===== src/rtl/multicycle_controller_pkg.sv =====
// Shared definitions for the multicycle controller and the datapath:
// opcode constants, FSM state codes, next-PC (Jump) encodings, branch
// condition selects and the packed control vector produced by ctrl_decode.
// Optional build macro used elsewhere: CTRL_ILLEGAL_TRAP_EN (trap undefined
// opcodes into HALT instead of running them as a NOP).
package multicycle_controller_pkg;

    typedef enum logic [2:0] {
        S_IDLE      = 3'd0,
        S_FETCH     = 3'd1,
        S_DECODE    = 3'd2,
        S_EXECUTE   = 3'd3,
        S_MEMORY    = 3'd4,
        S_WRITEBACK = 3'd5,
        S_HALT      = 3'd6
    } state_t;

    localparam logic [4:0] OP_ADD  = 5'd0;
    localparam logic [4:0] OP_SUB  = 5'd1;
    localparam logic [4:0] OP_ADDI = 5'd2;
    localparam logic [4:0] OP_CMP  = 5'd3;
    localparam logic [4:0] OP_MOV  = 5'd4;
    localparam logic [4:0] OP_LHI  = 5'd5;
    localparam logic [4:0] OP_LLI  = 5'd6;
    localparam logic [4:0] OP_LDR  = 5'd7;
    localparam logic [4:0] OP_STR  = 5'd8;
    localparam logic [4:0] OP_B    = 5'd9;
    localparam logic [4:0] OP_J    = 5'd10;
    localparam logic [4:0] OP_JR   = 5'd11;
    localparam logic [4:0] OP_JAL  = 5'd12;
    localparam logic [4:0] OP_HLT  = 5'd13;

    // Next-PC select
    localparam logic [1:0] JMP_PC1 = 2'b00;
    localparam logic [1:0] JMP_IMM = 2'b01;
    localparam logic [1:0] JMP_REG = 2'b10;

    // Branch condition select (ALUopcode during OP_B)
    localparam logic [1:0] COND_AL = 2'b00;
    localparam logic [1:0] COND_Z  = 2'b01;
    localparam logic [1:0] COND_N  = 2'b10;
    localparam logic [1:0] COND_C  = 2'b11;

    typedef struct packed {
        logic       buff_pc;
        logic       buff_memins;
        logic       buff_psw;
        logic       we_mem;
        logic       mem_resource;
        logic       rb_resource;
        logic       we_rf;
        logic       wb_resource;
        logic       pcplus1_or_wb;
        logic       oprand_b;
        logic       li;
        logic       alu_op;
        logic       flag;
        logic       li_or_mov;
        logic       alu_or_not;
        logic       branch_en;
        logic [1:0] jump;
        logic       halted;
    } ctrl_t;

    function automatic logic op_is_legal(input logic [4:0] op);
        case (op)
            OP_ADD, OP_SUB, OP_ADDI, OP_CMP, OP_MOV, OP_LHI, OP_LLI,
            OP_LDR, OP_STR, OP_B, OP_J, OP_JR, OP_JAL, OP_HLT: return 1'b1;
            default:                                           return 1'b0;
        endcase
    endfunction

    // nzc = {N,Z,C}
    function automatic logic branch_cond(input logic [1:0] sel, input logic [2:0] nzc);
        case (sel)
            COND_AL: return 1'b1;
            COND_Z:  return nzc[1];
            COND_N:  return nzc[2];
            COND_C:  return nzc[0];
            default: return 1'b0;
        endcase
    endfunction

endpackage


===== src/rtl/multicycle_controller_if.sv =====
// Controller <-> datapath bundle.
// master: controller side (takes TBorNot, opcode, ALUopcode, PSW_NZC; drives
//         all control strobes, Jump, halted and the state code).
// slave:  datapath / bench side (mirror directions).
interface multicycle_controller_if;
    logic       TBorNot;
    logic [4:0] opcode;
    logic [1:0] ALUopcode;
    logic [2:0] PSW_NZC;

    logic       Buff_PC;
    logic       Buff_MEMIns;
    logic       Buff_PSW;
    logic       WE_MEM;
    logic       MEMresource;
    logic       RBresource;
    logic       WE_RF;
    logic       WBresource;
    logic       PCplus1orWB;
    logic       oprandB;
    logic       LI;
    logic       ALUop;
    logic       Flag;
    logic       LIorMOV;
    logic       ALUorNot;
    logic       Branch;
    logic [1:0] Jump;
    logic       halted;
    logic [2:0] state;

    modport master (
        input  TBorNot, opcode, ALUopcode, PSW_NZC,
        output Buff_PC, Buff_MEMIns, Buff_PSW, WE_MEM, MEMresource, RBresource,
               WE_RF, WBresource, PCplus1orWB, oprandB, LI, ALUop, Flag,
               LIorMOV, ALUorNot, Branch, Jump, halted, state
    );

    modport slave (
        output TBorNot, opcode, ALUopcode, PSW_NZC,
        input  Buff_PC, Buff_MEMIns, Buff_PSW, WE_MEM, MEMresource, RBresource,
               WE_RF, WBresource, PCplus1orWB, oprandB, LI, ALUop, Flag,
               LIorMOV, ALUorNot, Branch, Jump, halted, state
    );
endinterface


===== src/rtl/ctrl_decode.sv =====
// Purely combinational per-opcode control decode.
// Inputs:  state (current FSM state), op (opcode latched on entry to DECODE).
// Output:  ctrl  (full control vector; branch_en is later qualified by the
//          live PSW flags in the top level).
module ctrl_decode
    import multicycle_controller_pkg::*;
(
    input  state_t     state,
    input  logic [4:0] op,
    output ctrl_t      ctrl
);

    always_comb begin
        ctrl      = '0;
        ctrl.jump = JMP_PC1;
        case (state)
            S_FETCH: begin
                ctrl.buff_memins = 1'b1;
            end
            S_DECODE: begin
                ctrl.rb_resource = (op == OP_STR);
            end
            S_EXECUTE: begin
                ctrl.flag      = op inside {OP_ADD, OP_SUB, OP_CMP};
                ctrl.buff_psw  = op inside {OP_ADD, OP_SUB, OP_CMP};
                ctrl.alu_op    = op inside {OP_SUB, OP_CMP};
                ctrl.oprand_b  = op inside {OP_LDR, OP_STR, OP_ADDI};
                ctrl.li        = (op == OP_LHI);
                ctrl.li_or_mov = op inside {OP_LHI, OP_LLI};
            end
            S_MEMORY: begin
                ctrl.mem_resource = op inside {OP_LDR, OP_STR};
                ctrl.we_mem       = (op == OP_STR);
            end
            S_WRITEBACK: begin
                // Undefined opcodes fall through here as a NOP: PC+1, no writes.
                ctrl.buff_pc       = 1'b1;
                ctrl.we_rf         = op inside {OP_ADD, OP_SUB, OP_ADDI, OP_MOV,
                                                OP_LHI, OP_LLI, OP_LDR, OP_JAL};
                ctrl.wb_resource   = (op == OP_LDR);
                ctrl.alu_or_not    = op inside {OP_ADD, OP_SUB, OP_ADDI};
                ctrl.pcplus1_or_wb = (op == OP_JAL);
                ctrl.branch_en     = (op == OP_B);
                if (op inside {OP_B, OP_JAL}) begin
                    ctrl.jump = JMP_IMM;
                end else if (op == OP_JR) begin
                    ctrl.jump = JMP_REG;
                end
            end
            S_HALT: begin
                ctrl.halted = 1'b1;
            end
            default: begin
            end
        endcase
    end

endmodule


===== src/rtl/multicycle_controller.sv =====
// Multicycle instruction controller: fixed 5-cycle Moore FSM
// (FETCH, DECODE, EXECUTE, MEMORY, WRITEBACK) with IDLE for bench preload
// and a sticky HALT.
// Ports: clk, Rst (synchronous, active-low), bus (multicycle_controller_if
//        master: TBorNot/opcode/ALUopcode/PSW_NZC in; control strobes,
//        Jump, Branch, halted, state out).
// Build option: `define CTRL_ILLEGAL_TRAP_EN to send undefined opcodes to
// HALT; otherwise they run as a 5-cycle NOP.
module multicycle_controller
    import multicycle_controller_pkg::*;
(
    input  logic                    clk,
    input  logic                    Rst,
    multicycle_controller_if.master bus
);

    state_t     state_q, state_d;
    logic [4:0] op_q;
    ctrl_t      ctrl;

    always_ff @(posedge clk) begin
        if (!Rst) begin
            state_q <= S_IDLE;
            op_q    <= '0;
        end else begin
            state_q <= state_d;
            // Capture on the FETCH->DECODE edge so the rest of the
            // instruction is immune to later opcode changes.
            if (state_q == S_FETCH) begin
                op_q <= bus.opcode;
            end
        end
    end

    always_comb begin
        state_d = state_q;
        case (state_q)
            S_IDLE:      if (!bus.TBorNot) state_d = S_FETCH;
            S_FETCH:     state_d = S_DECODE;
            S_DECODE: begin
                if (op_q == OP_HLT) begin
                    state_d = S_HALT;
`ifdef CTRL_ILLEGAL_TRAP_EN
                end else if (!op_is_legal(op_q)) begin
                    state_d = S_HALT;
`endif
                end else begin
                    state_d = S_EXECUTE;
                end
            end
            S_EXECUTE:   state_d = S_MEMORY;
            S_MEMORY:    state_d = S_WRITEBACK;
            // TBorNot is only honoured at an instruction boundary.
            S_WRITEBACK: state_d = bus.TBorNot ? S_IDLE : S_FETCH;
            S_HALT:      state_d = S_HALT;
            default:     state_d = S_IDLE;
        endcase
    end

    ctrl_decode u_decode (
        .state (state_q),
        .op    (op_q),
        .ctrl  (ctrl)
    );

    assign bus.Buff_PC     = ctrl.buff_pc;
    assign bus.Buff_MEMIns = ctrl.buff_memins;
    assign bus.Buff_PSW    = ctrl.buff_psw;
    assign bus.WE_MEM      = ctrl.we_mem;
    assign bus.MEMresource = ctrl.mem_resource;
    assign bus.RBresource  = ctrl.rb_resource;
    assign bus.WE_RF       = ctrl.we_rf;
    assign bus.WBresource  = ctrl.wb_resource;
    assign bus.PCplus1orWB = ctrl.pcplus1_or_wb;
    assign bus.oprandB     = ctrl.oprand_b;
    assign bus.LI          = ctrl.li;
    assign bus.ALUop       = ctrl.alu_op;
    assign bus.Flag        = ctrl.flag;
    assign bus.LIorMOV     = ctrl.li_or_mov;
    assign bus.ALUorNot    = ctrl.alu_or_not;
    assign bus.Jump        = ctrl.jump;
    assign bus.halted      = ctrl.halted;
    assign bus.state       = state_q;

    // Only combinational input->output path: flags from a CMP written at the
    // end of the previous instruction are visible in this WRITEBACK.
    assign bus.Branch = ctrl.branch_en & branch_cond(bus.ALUopcode, bus.PSW_NZC);

endmodule


===== src/flat_wrapper.sv =====
// flat-port wrapper written by rule: the top's interface ports become plain ports
module multicycle_controller_flat import multicycle_controller_pkg::*;
  (clk, Rst, bus_TBorNot, bus_opcode, bus_ALUopcode, bus_PSW_NZC, bus_Buff_PC, bus_Buff_MEMIns, bus_Buff_PSW, bus_WE_MEM, bus_MEMresource, bus_RBresource, bus_WE_RF, bus_WBresource, bus_PCplus1orWB, bus_oprandB, bus_LI, bus_ALUop, bus_Flag, bus_LIorMOV, bus_ALUorNot, bus_Branch, bus_Jump, bus_halted, bus_state);
  multicycle_controller_if bus_i ();
  input  logic clk;
  input  logic Rst;
  input wire logic [$bits(bus_i.TBorNot)-1:0] bus_TBorNot;
  input wire logic [$bits(bus_i.opcode)-1:0] bus_opcode;
  input wire logic [$bits(bus_i.ALUopcode)-1:0] bus_ALUopcode;
  input wire logic [$bits(bus_i.PSW_NZC)-1:0] bus_PSW_NZC;
  output wire logic [$bits(bus_i.Buff_PC)-1:0] bus_Buff_PC;
  output wire logic [$bits(bus_i.Buff_MEMIns)-1:0] bus_Buff_MEMIns;
  output wire logic [$bits(bus_i.Buff_PSW)-1:0] bus_Buff_PSW;
  output wire logic [$bits(bus_i.WE_MEM)-1:0] bus_WE_MEM;
  output wire logic [$bits(bus_i.MEMresource)-1:0] bus_MEMresource;
  output wire logic [$bits(bus_i.RBresource)-1:0] bus_RBresource;
  output wire logic [$bits(bus_i.WE_RF)-1:0] bus_WE_RF;
  output wire logic [$bits(bus_i.WBresource)-1:0] bus_WBresource;
  output wire logic [$bits(bus_i.PCplus1orWB)-1:0] bus_PCplus1orWB;
  output wire logic [$bits(bus_i.oprandB)-1:0] bus_oprandB;
  output wire logic [$bits(bus_i.LI)-1:0] bus_LI;
  output wire logic [$bits(bus_i.ALUop)-1:0] bus_ALUop;
  output wire logic [$bits(bus_i.Flag)-1:0] bus_Flag;
  output wire logic [$bits(bus_i.LIorMOV)-1:0] bus_LIorMOV;
  output wire logic [$bits(bus_i.ALUorNot)-1:0] bus_ALUorNot;
  output wire logic [$bits(bus_i.Branch)-1:0] bus_Branch;
  output wire logic [$bits(bus_i.Jump)-1:0] bus_Jump;
  output wire logic [$bits(bus_i.halted)-1:0] bus_halted;
  output wire logic [$bits(bus_i.state)-1:0] bus_state;
  assign bus_i.TBorNot = bus_TBorNot;
  assign bus_i.opcode = bus_opcode;
  assign bus_i.ALUopcode = bus_ALUopcode;
  assign bus_i.PSW_NZC = bus_PSW_NZC;
  assign bus_Buff_PC = bus_i.Buff_PC;
  assign bus_Buff_MEMIns = bus_i.Buff_MEMIns;
  assign bus_Buff_PSW = bus_i.Buff_PSW;
  assign bus_WE_MEM = bus_i.WE_MEM;
  assign bus_MEMresource = bus_i.MEMresource;
  assign bus_RBresource = bus_i.RBresource;
  assign bus_WE_RF = bus_i.WE_RF;
  assign bus_WBresource = bus_i.WBresource;
  assign bus_PCplus1orWB = bus_i.PCplus1orWB;
  assign bus_oprandB = bus_i.oprandB;
  assign bus_LI = bus_i.LI;
  assign bus_ALUop = bus_i.ALUop;
  assign bus_Flag = bus_i.Flag;
  assign bus_LIorMOV = bus_i.LIorMOV;
  assign bus_ALUorNot = bus_i.ALUorNot;
  assign bus_Branch = bus_i.Branch;
  assign bus_Jump = bus_i.Jump;
  assign bus_halted = bus_i.halted;
  assign bus_state = bus_i.state;
  multicycle_controller u_core (.clk(clk), .Rst(Rst), .bus(bus_i));
endmodule

===== config.mk =====
export PLATFORM = sky130hd
export DESIGN_NAME = multicycle_controller_flat
export DESIGN_NICKNAME = d
export VERILOG_FILES = /design/src/rtl/multicycle_controller_pkg.sv /design/src/rtl/multicycle_controller_if.sv /design/src/rtl/ctrl_decode.sv /design/src/rtl/multicycle_controller.sv /design/src/flat_wrapper.sv
export SDC_FILE = /design/constraint.sdc
export NUM_CORES = 1
export LEC_CHECK = 0
export ABC_AREA = 1
export CAP_MARGIN = 10
export CORE_MARGIN = 1.5
export CORE_UTILIZATION = 35
export CTS_CLUSTER_SIZE = 12
export DETAILED_ROUTE_END_ITERATION = 12
export GPL_TIMING_DRIVEN = 0
export PLACE_DENSITY = 0.79
export SLEW_MARGIN = 20
export SYNTH_ARGS = -nofsm -noshare
export SYNTH_HDL_FRONTEND = slang
export SYNTH_SLANG_ARGS = --single-unit

===== constraint.sdc =====
create_clock -name clk -period 1.85 [get_ports clk]
set_input_delay 0.555 -clock clk [delete_from_list [all_inputs] [get_ports clk]]
set_output_delay 0.555 -clock clk [all_outputs]
set_load 0.02 [all_outputs]

==> impl_results.md, run 1 <==
- R2R Setup Slk: 0.71 ns
- Worst r2r src: u_core.bus.state[2]$_SDFFE_PN0P_
- Netlist cell types: 19
- Maximum clock frequency: 530 MHz
- Largest net degree at the start of global routing: 11
- Cell breakdown of the critical path: nor2_4 > buf_4 > nand3_1 > nor2_1 > buf_4
- Async SR Flop Fraction: 0%
- Power density over the cells: about 780 mW/mm^2
- Final Hold Viols: 0
- Cell with the most instances after synthesis: nor2_1
- Yosys warnings: 0
- Lkg Pwr: 0.549 nW
- Register bit total from synthesis: 8
- CP bufs+invs: 2
- Worst reg-to-reg path cell count: 6
- Final core utilization: 72.5%
- Core ar.: approximately 0.0016 mm^2
- Setup crit start kind: flip-flop
- Max rail drop VDD: 0.602 mV
- Final setup fails: 6
- Die height: 44.6 um
- GRT Overall Usage: 19.2%
- EDFF count, synth: 0
- Hold Path Origin: u_core.op_q[2]$_SDFFE_PN0P_
- Initial Util: between 30% and 40%
- DRC: 2
- Die Span X: 44.6 um
- Initial antenna violation count: 0
- Failing checks: DRC, setup timing
- CTS tree: yes
- Synth top area share: a little over a quarter
- Nets: 160
- I/O Buffers: 34
- Design Area, Final: ~0.0011 mm^2
- Post-synth top area cell: dfxtp_1
- Antenna fix cells: 0
- CTS Root Cell: clkbuf_4
- CTS Hold Bufs: 0
- Final cell count without fillers: roughly 160
- Required @ worst endpoint: 1.29 ns
- Vias in the first global route: between 600 and 700
- Routed vias/inst: 5.06
- Status: finished, violations left
- Most common cell on crit path: buf_4
- CP Class: reg2out
- H-tree depth: 1
- Period minus WS final: 1.89 ns
- Via count: 814
- Hold slack: 0.519 ns
- Fin Clk Skew: 0.00188 ns
- Dpl cell area: 982 um^2
- Slew Limit Fails: 0
- Routed len/inst: 12.3 um
- Layout cells sized above 1: 47.6%
- Num ports: 35
- Placed insts: between 150 and 200
- First drt pass iteration count: 8
- Worst path max stage delay: 0.34 ns
- Number of max-cap violations: 0
- Syn_nets: 114
- Total gr overflow: 0
- CP max FO: 5
- Sequential-to-total area share from yosys stat: 26.4%
- RSZ-0062 raised after global routing: true
- Row Count: 14
- Crit. Startpoint: u_core.op_q[2]$_SDFFE_PN0P_
- Critical Path Sink: bus_ALUorNot
- Mapped Avg Cell Area: about 6 um^2
- GP Congestion: 0.792
- CTS sink cnt: 8
- Drt total wl: 1980 um
- Post-route ant nets: 0
- Tcrit/Tclk final: 102%
- Iter 0 DRT Violations: 16
- CTS clock-pin slew for the worst setup and hold paths: around 0.050 ns
- Layout fillers: 130
- Max_slew headroom: 83.9%
- Num CTS Buffers: 3
- Top_reg_cell synth: dfxtp_1
- Post-synth top cells: nor2_1, nand2_1, inv_1, a21oi_1, nand3_1
- Crit path max-delay family: simple AND/OR/NAND/NOR gates
- Synthesized instance count: 101
- Synth area leaders: dfxtp_1, nor2_1, nand2_1
- Setup WS post-layout: -0.0381 ns
- First-pass GRT wire length: 2730 um
- Die area: around 0.0020 mm^2
- Worst skew pair latency: roughly 0.25 ns
- Clk buf depth: 2
- Area Overhead vs Synth: 86.6%
- Slowest CP cell: dfxtp_2
- CP Depth: 5
- RR Endpoint: u_core.op_q[2]$_SDFFE_PN0P_
- Worst hold path class: reg2reg
- Critical Path End Type: primary output
- Syn Std Cell Area: around 600 um^2
- DP Wirelength: 1360 um
- Tightest Pin Transition: between 0.2 and 0.25 ns
- Critical Path AT: 1.33 ns
[cells by family after synthesis]
logic type	after synthesis	share of synthesized area, %
AND/OR/NAND/NOR	52	39.5
AO/OA/AOI/OAI	22	19.8
buffers and inverters	19	14.3
flip-flops	8	26.4
[worst min-delay path by stage]
stage	to	slack [ns]	depth (start not counted)
after CTS	u_core.op_q[2]$_SDFFE_PN0P_	0.51	2
after detailed placement	u_core.op_q[2]$_SDFFE_PN0P_	0.51	2
final	u_core.op_q[2]$_SDFFE_PN0P_	0.52	2
after global placement	u_core.op_q[2]$_SDFFE_PN0P_	0.51	2
after global routing	u_core.op_q[4]$_SDFFE_PN0P_	0.55	2
after floorplan	u_core.op_q[4]$_SDFFE_PN0P_	0.48	2
[worst reg2reg max path: cells and delay by family, from the launching register on]
family	cells	cell delay [ns]
AO/OA/AOI/OAI	2	0.16
buffers and inverters	3	0.42
flip-flops	1	0.32
AND/OR/NAND/NOR	1	0.12
[layer usage]
layer | up-vias | track usage [%] | wire [um]
met5 | - | 0 | 0
li1 | 419 | - | -
met4 | 0 | 13.9 | 47
met3 | 6 | 4.90 | 114
met1 | 354 | 22.0 | 847
met2 | 35 | 30.7 | 966
[flip-flops by register name, indices dropped and copies added, names as in the netlist]
signal / cells
u_core.op_q: 5
u_core.bus.state: 3
[what timing repair did]
action,CTS,global route
endpoints found under the hold margin,0,0
buffers inserted,3,4
pin swaps,1,12
setup endpoints to repair,21,19
resized for setup,93,43
[cells in the final DEF, fill, tap and decap left out, types with 2 or more instances in the layout]
| cell type | n |
|---|---|
| dfxtp_2 | 4 |
| nor2_4 | 5 |
| inv_2 | 3 |
| inv_1 | 12 |
| nor3_1 | 2 |
| nand3_1 | 7 |
| buf_6 | 5 |
| buf_2 | 6 |
| o21ai_2 | 2 |
| a21oi_1 | 9 |
| o21ai_0 | 2 |
| clkbuf_4 | 3 |
| nor2_1 | 12 |
| nand2_2 | 7 |
| buf_4 | 16 |
| nand3_4 | 2 |
| nor2_2 | 3 |
| a21oi_2 | 3 |
| nand3_2 | 2 |
| o21ai_1 | 5 |
| clkdlybuf4s50_1 | 9 |
| dlymetal6s2s_1 | 5 |
| dfxtp_4 | 4 |
| nand2_1 | 10 |
[metrics by stage]
stage / total power, mW / setup TNS (ns) / setup WS [ns]
2_1_floorplan: 0.483 / 0 / 0.00324
4_1_cts: 0.781 / -0.346 / -0.178
5_1_grt: 0.935 / -0.808 / -0.0984
3_5_place_dp: 0.601 / -3.68 / -0.651
3_3_place_gp: 0.592 / -3.31 / -0.621
6_report: 0.877 / -0.103 / -0.0381
[final cells by class]
class	count	area, um^2	share of cell area [%]
multi-input cells	74	459	40.6
flip-flops and latches	8	180	15.9
plain buffers	3	30.0	2.66
repair buffers	41	353	31.2
inverters	16	65.1	5.76
clock buffers	3	22.5	1.99
well taps	16	20.0	1.77
[where the power goes]
| group | leakage (nW) | switching, mW | internal, mW |
|---|---|---|---|
| Sequential | 0.0701 | 0.0685 | 0.221 |
| Clock | 0.0138 | 0.0558 | 0.0740 |
| Combinational | 0.465 | 0.265 | 0.193 |
| Total | 0.549 | 0.389 | 0.488 |
Note: power is estimated with default switching activity, not from simulation.
==> run 2: changes to the inputs <==
--- a/config.mk
+++ b/config.mk
@@ -12,7 +12,8 @@
 export CTS_CLUSTER_SIZE = 12
 export DETAILED_ROUTE_END_ITERATION = 12
 export GPL_TIMING_DRIVEN = 0
-export PLACE_DENSITY = 0.79
+export PLACE_DENSITY = 0.74
+export REMOVE_ABC_BUFFERS = 1
 export SLEW_MARGIN = 20
 export SYNTH_ARGS = -nofsm -noshare
 export SYNTH_HDL_FRONTEND = slang
==> run 2 against run 1 <==
  * The flow still finishes with violations (DRC, setup timing)
  * Hold slack gained 0.0054 ns
  * Maximum frequency increased by 1.7%
  * First-iteration DRC count fell by 25%
==> impl_results.md, run 2 (synthesis gave the netlist of run 1 again) <==
- Status: finished, violations left
- Failing checks: DRC, setup timing
- Routed len/inst: about 11 um
- Die height: 44.6 um
- Final setup fails: 1
- CP Class: reg2out
- Post-route ant nets: 0
- Core ar.: about 0.0016 mm^2
- Tightest Pin Transition: roughly 0.25 ns
- Nets: 155
- Layout cells sized above 1: 43.6%
- CTS sink cnt: 8
- Largest Register: u_core.op_q
- Power density over the cells: between 700 and 800 mW/mm^2
- RSZ-0062 raised after global routing: true
- Required @ worst endpoint: 1.29 ns
- Via count: 784
- CTS clock-pin slew for the worst setup and hold paths: 0.05 ns
- GP Congestion: 0.808
- Total gr overflow: 0
- Worst hold path class: reg2reg
- DRC: 2
- Setup WS post-layout: -0.00739 ns
- Critical Path AT: 1.30 ns
- CTS tree: yes
- Layout fillers: 143
- Critical Path End Type: primary output
- CP max FO: 5
- Max rail drop VDD: 0.486 mV
- Initial antenna violation count: 0
- I/O Buffers: 34
- Tcrit/Tclk final: 100%
- Worst skew pair latency: 0.25 ns
- Design Area, Final: 0.00106 mm^2
- Slew Limit Fails: 0
- Setup crit start kind: flip-flop
- Number of max-cap violations: 0
- TNS Setup: -0.00739 ns
- Hold slack: 0.525 ns
- Num ports: 35
- Routed vias/inst: 5.03
- H-tree depth: 1
- First drt pass iteration count: 8
- Maximum clock frequency: 538 MHz
- Num CTS Buffers: 3
- Drt total wl: 1770 um
- Max FFs per register: 5
- Initial Util: 38.8%
- Crit path max-delay family: simple AND/OR/NAND/NOR gates
- GRT Overall Usage: 18.2%
- Dpl cell area: 940 um^2
- Die Span X: 44.6 um
- Final Hold Viols: 0
- CP bufs+invs: 1
- Area Overhead vs Synth: 74.8%
- Total power: 0.825 mW
- Period minus WS final: 1.86 ns
- Slowest CP cell: dfxtp_2
- Die area: 0.00199 mm^2
- First-pass GRT wire length: 2730 um
- Final cell count without fillers: 156
- Max_slew headroom: about 84%
- Antenna fix cells: 0
- Cell breakdown of the critical path: nor2_4 > nand2_2 > nor2_1 > nand2_1 > a21oi_2 > buf_4
- Lkg Pwr: between 0.5 and 0.6 nW
- CTS Root Cell: clkbuf_4
- Vias in the first global route: 673
- Iter 0 DRT Violations: 12
- Worst path max stage delay: between 0.3 and 0.4 ns
- Fin Clk Skew: 0.00130 ns
- Commonest non-fill, non-tap cell in the layout: nor2_1
- Clk buf depth: 2
- Most frequent cells in the layout: nor2_1, nand2_1, buf_4
- DP Wirelength: 1270 um
- Largest net degree at the start of global routing: 13
- Placed insts: ~150
- Row Count: 14
run 2: cell count changes in the layout (fill, tap and decap cells not counted), sizes merged:
| cell | delta |
|---|---|
| buf | -6 |
| clkdlybuf4s50 | -1 |
| dlymetal6s2s | +2 |
run 2: per-layer routing:
metal / global-route usage [%] / routed length, um / vias to the layer above
met2: 29.3 / 906 / 25
met4: 9.09 / 26 / 0
met5: 0 / 0 / -
met3: 1.22 / 101 / 3
li1: - / - / 408
met1: 24.4 / 736 / 348
run 2: path summary, 6_finish.rpt:
kind	start	endpoint	slack, ns	cells after the start
hold / removal	u_core.op_q[2]$_SDFFE_PN0P_	u_core.op_q[2]$_SDFFE_PN0P_	0.52	2
setup reg to reg	u_core.bus.state[2]$_SDFFE_PN0P_	u_core.op_q[1]$_SDFFE_PN0P_	0.75	5
hold reg to reg	u_core.op_q[2]$_SDFFE_PN0P_	u_core.op_q[2]$_SDFFE_PN0P_	0.52	2
setup / recovery	u_core.op_q[4]$_SDFFE_PN0P_	bus_Branch	-0.007	6
run 2: worst min-delay path: cells and delay by family (launching register included):
family                 cells  cell delay [ns]
buffers and inverters      1             0.08
AO/OA/AOI/OAI              1             0.06
flip-flops                 1             0.35
run 2: stage by stage:
stage | worst slack (ns) | util, %
floorplan | -0.402 | -
global placement | -0.612 | 60.3
detailed placement | -0.637 | 60.3
CTS | -0.167 | 61.8
global route | -0.0871 | 67.9
finish | -0.00739 | 67.9
run 2: cell type report:
cell class	instances	area, um^2	area share, %
well taps	16	20.0	1.89
flip-flops and latches	8	183	17.3
inverters	16	65.1	6.15
repair buffers	39	334	31.6
multi-input cells	74	434	41.0
clock buffers	3	22.5	2.13
run 2: report_power, final:
| part | switching, mW | internal [mW] |
|---|---|---|
| Combinational | 0.224 | 0.172 |
| Clock | 0.0576 | 0.0741 |
| Sequential | 0.0769 | 0.220 |
run 2: timing repair:
item,in CTS,in global routing
pin swaps,1,8
gates resized for setup,89,41
hold buffers,0,0
endpoints found under the setup margin,22,19
setup buffers,2,3
==> run 3: changes to the inputs <==
--- a/config.mk
+++ b/config.mk
@@ -9,6 +9,7 @@
 export CAP_MARGIN = 10
 export CORE_MARGIN = 1.5
 export CORE_UTILIZATION = 35
+export CTS_CLUSTER_DIAMETER = 40
 export CTS_CLUSTER_SIZE = 12
 export DETAILED_ROUTE_END_ITERATION = 12
 export GPL_TIMING_DRIVEN = 0
==> results of run 3 <==
The final DEF is identical to that of run 2; final timing and power are the same.
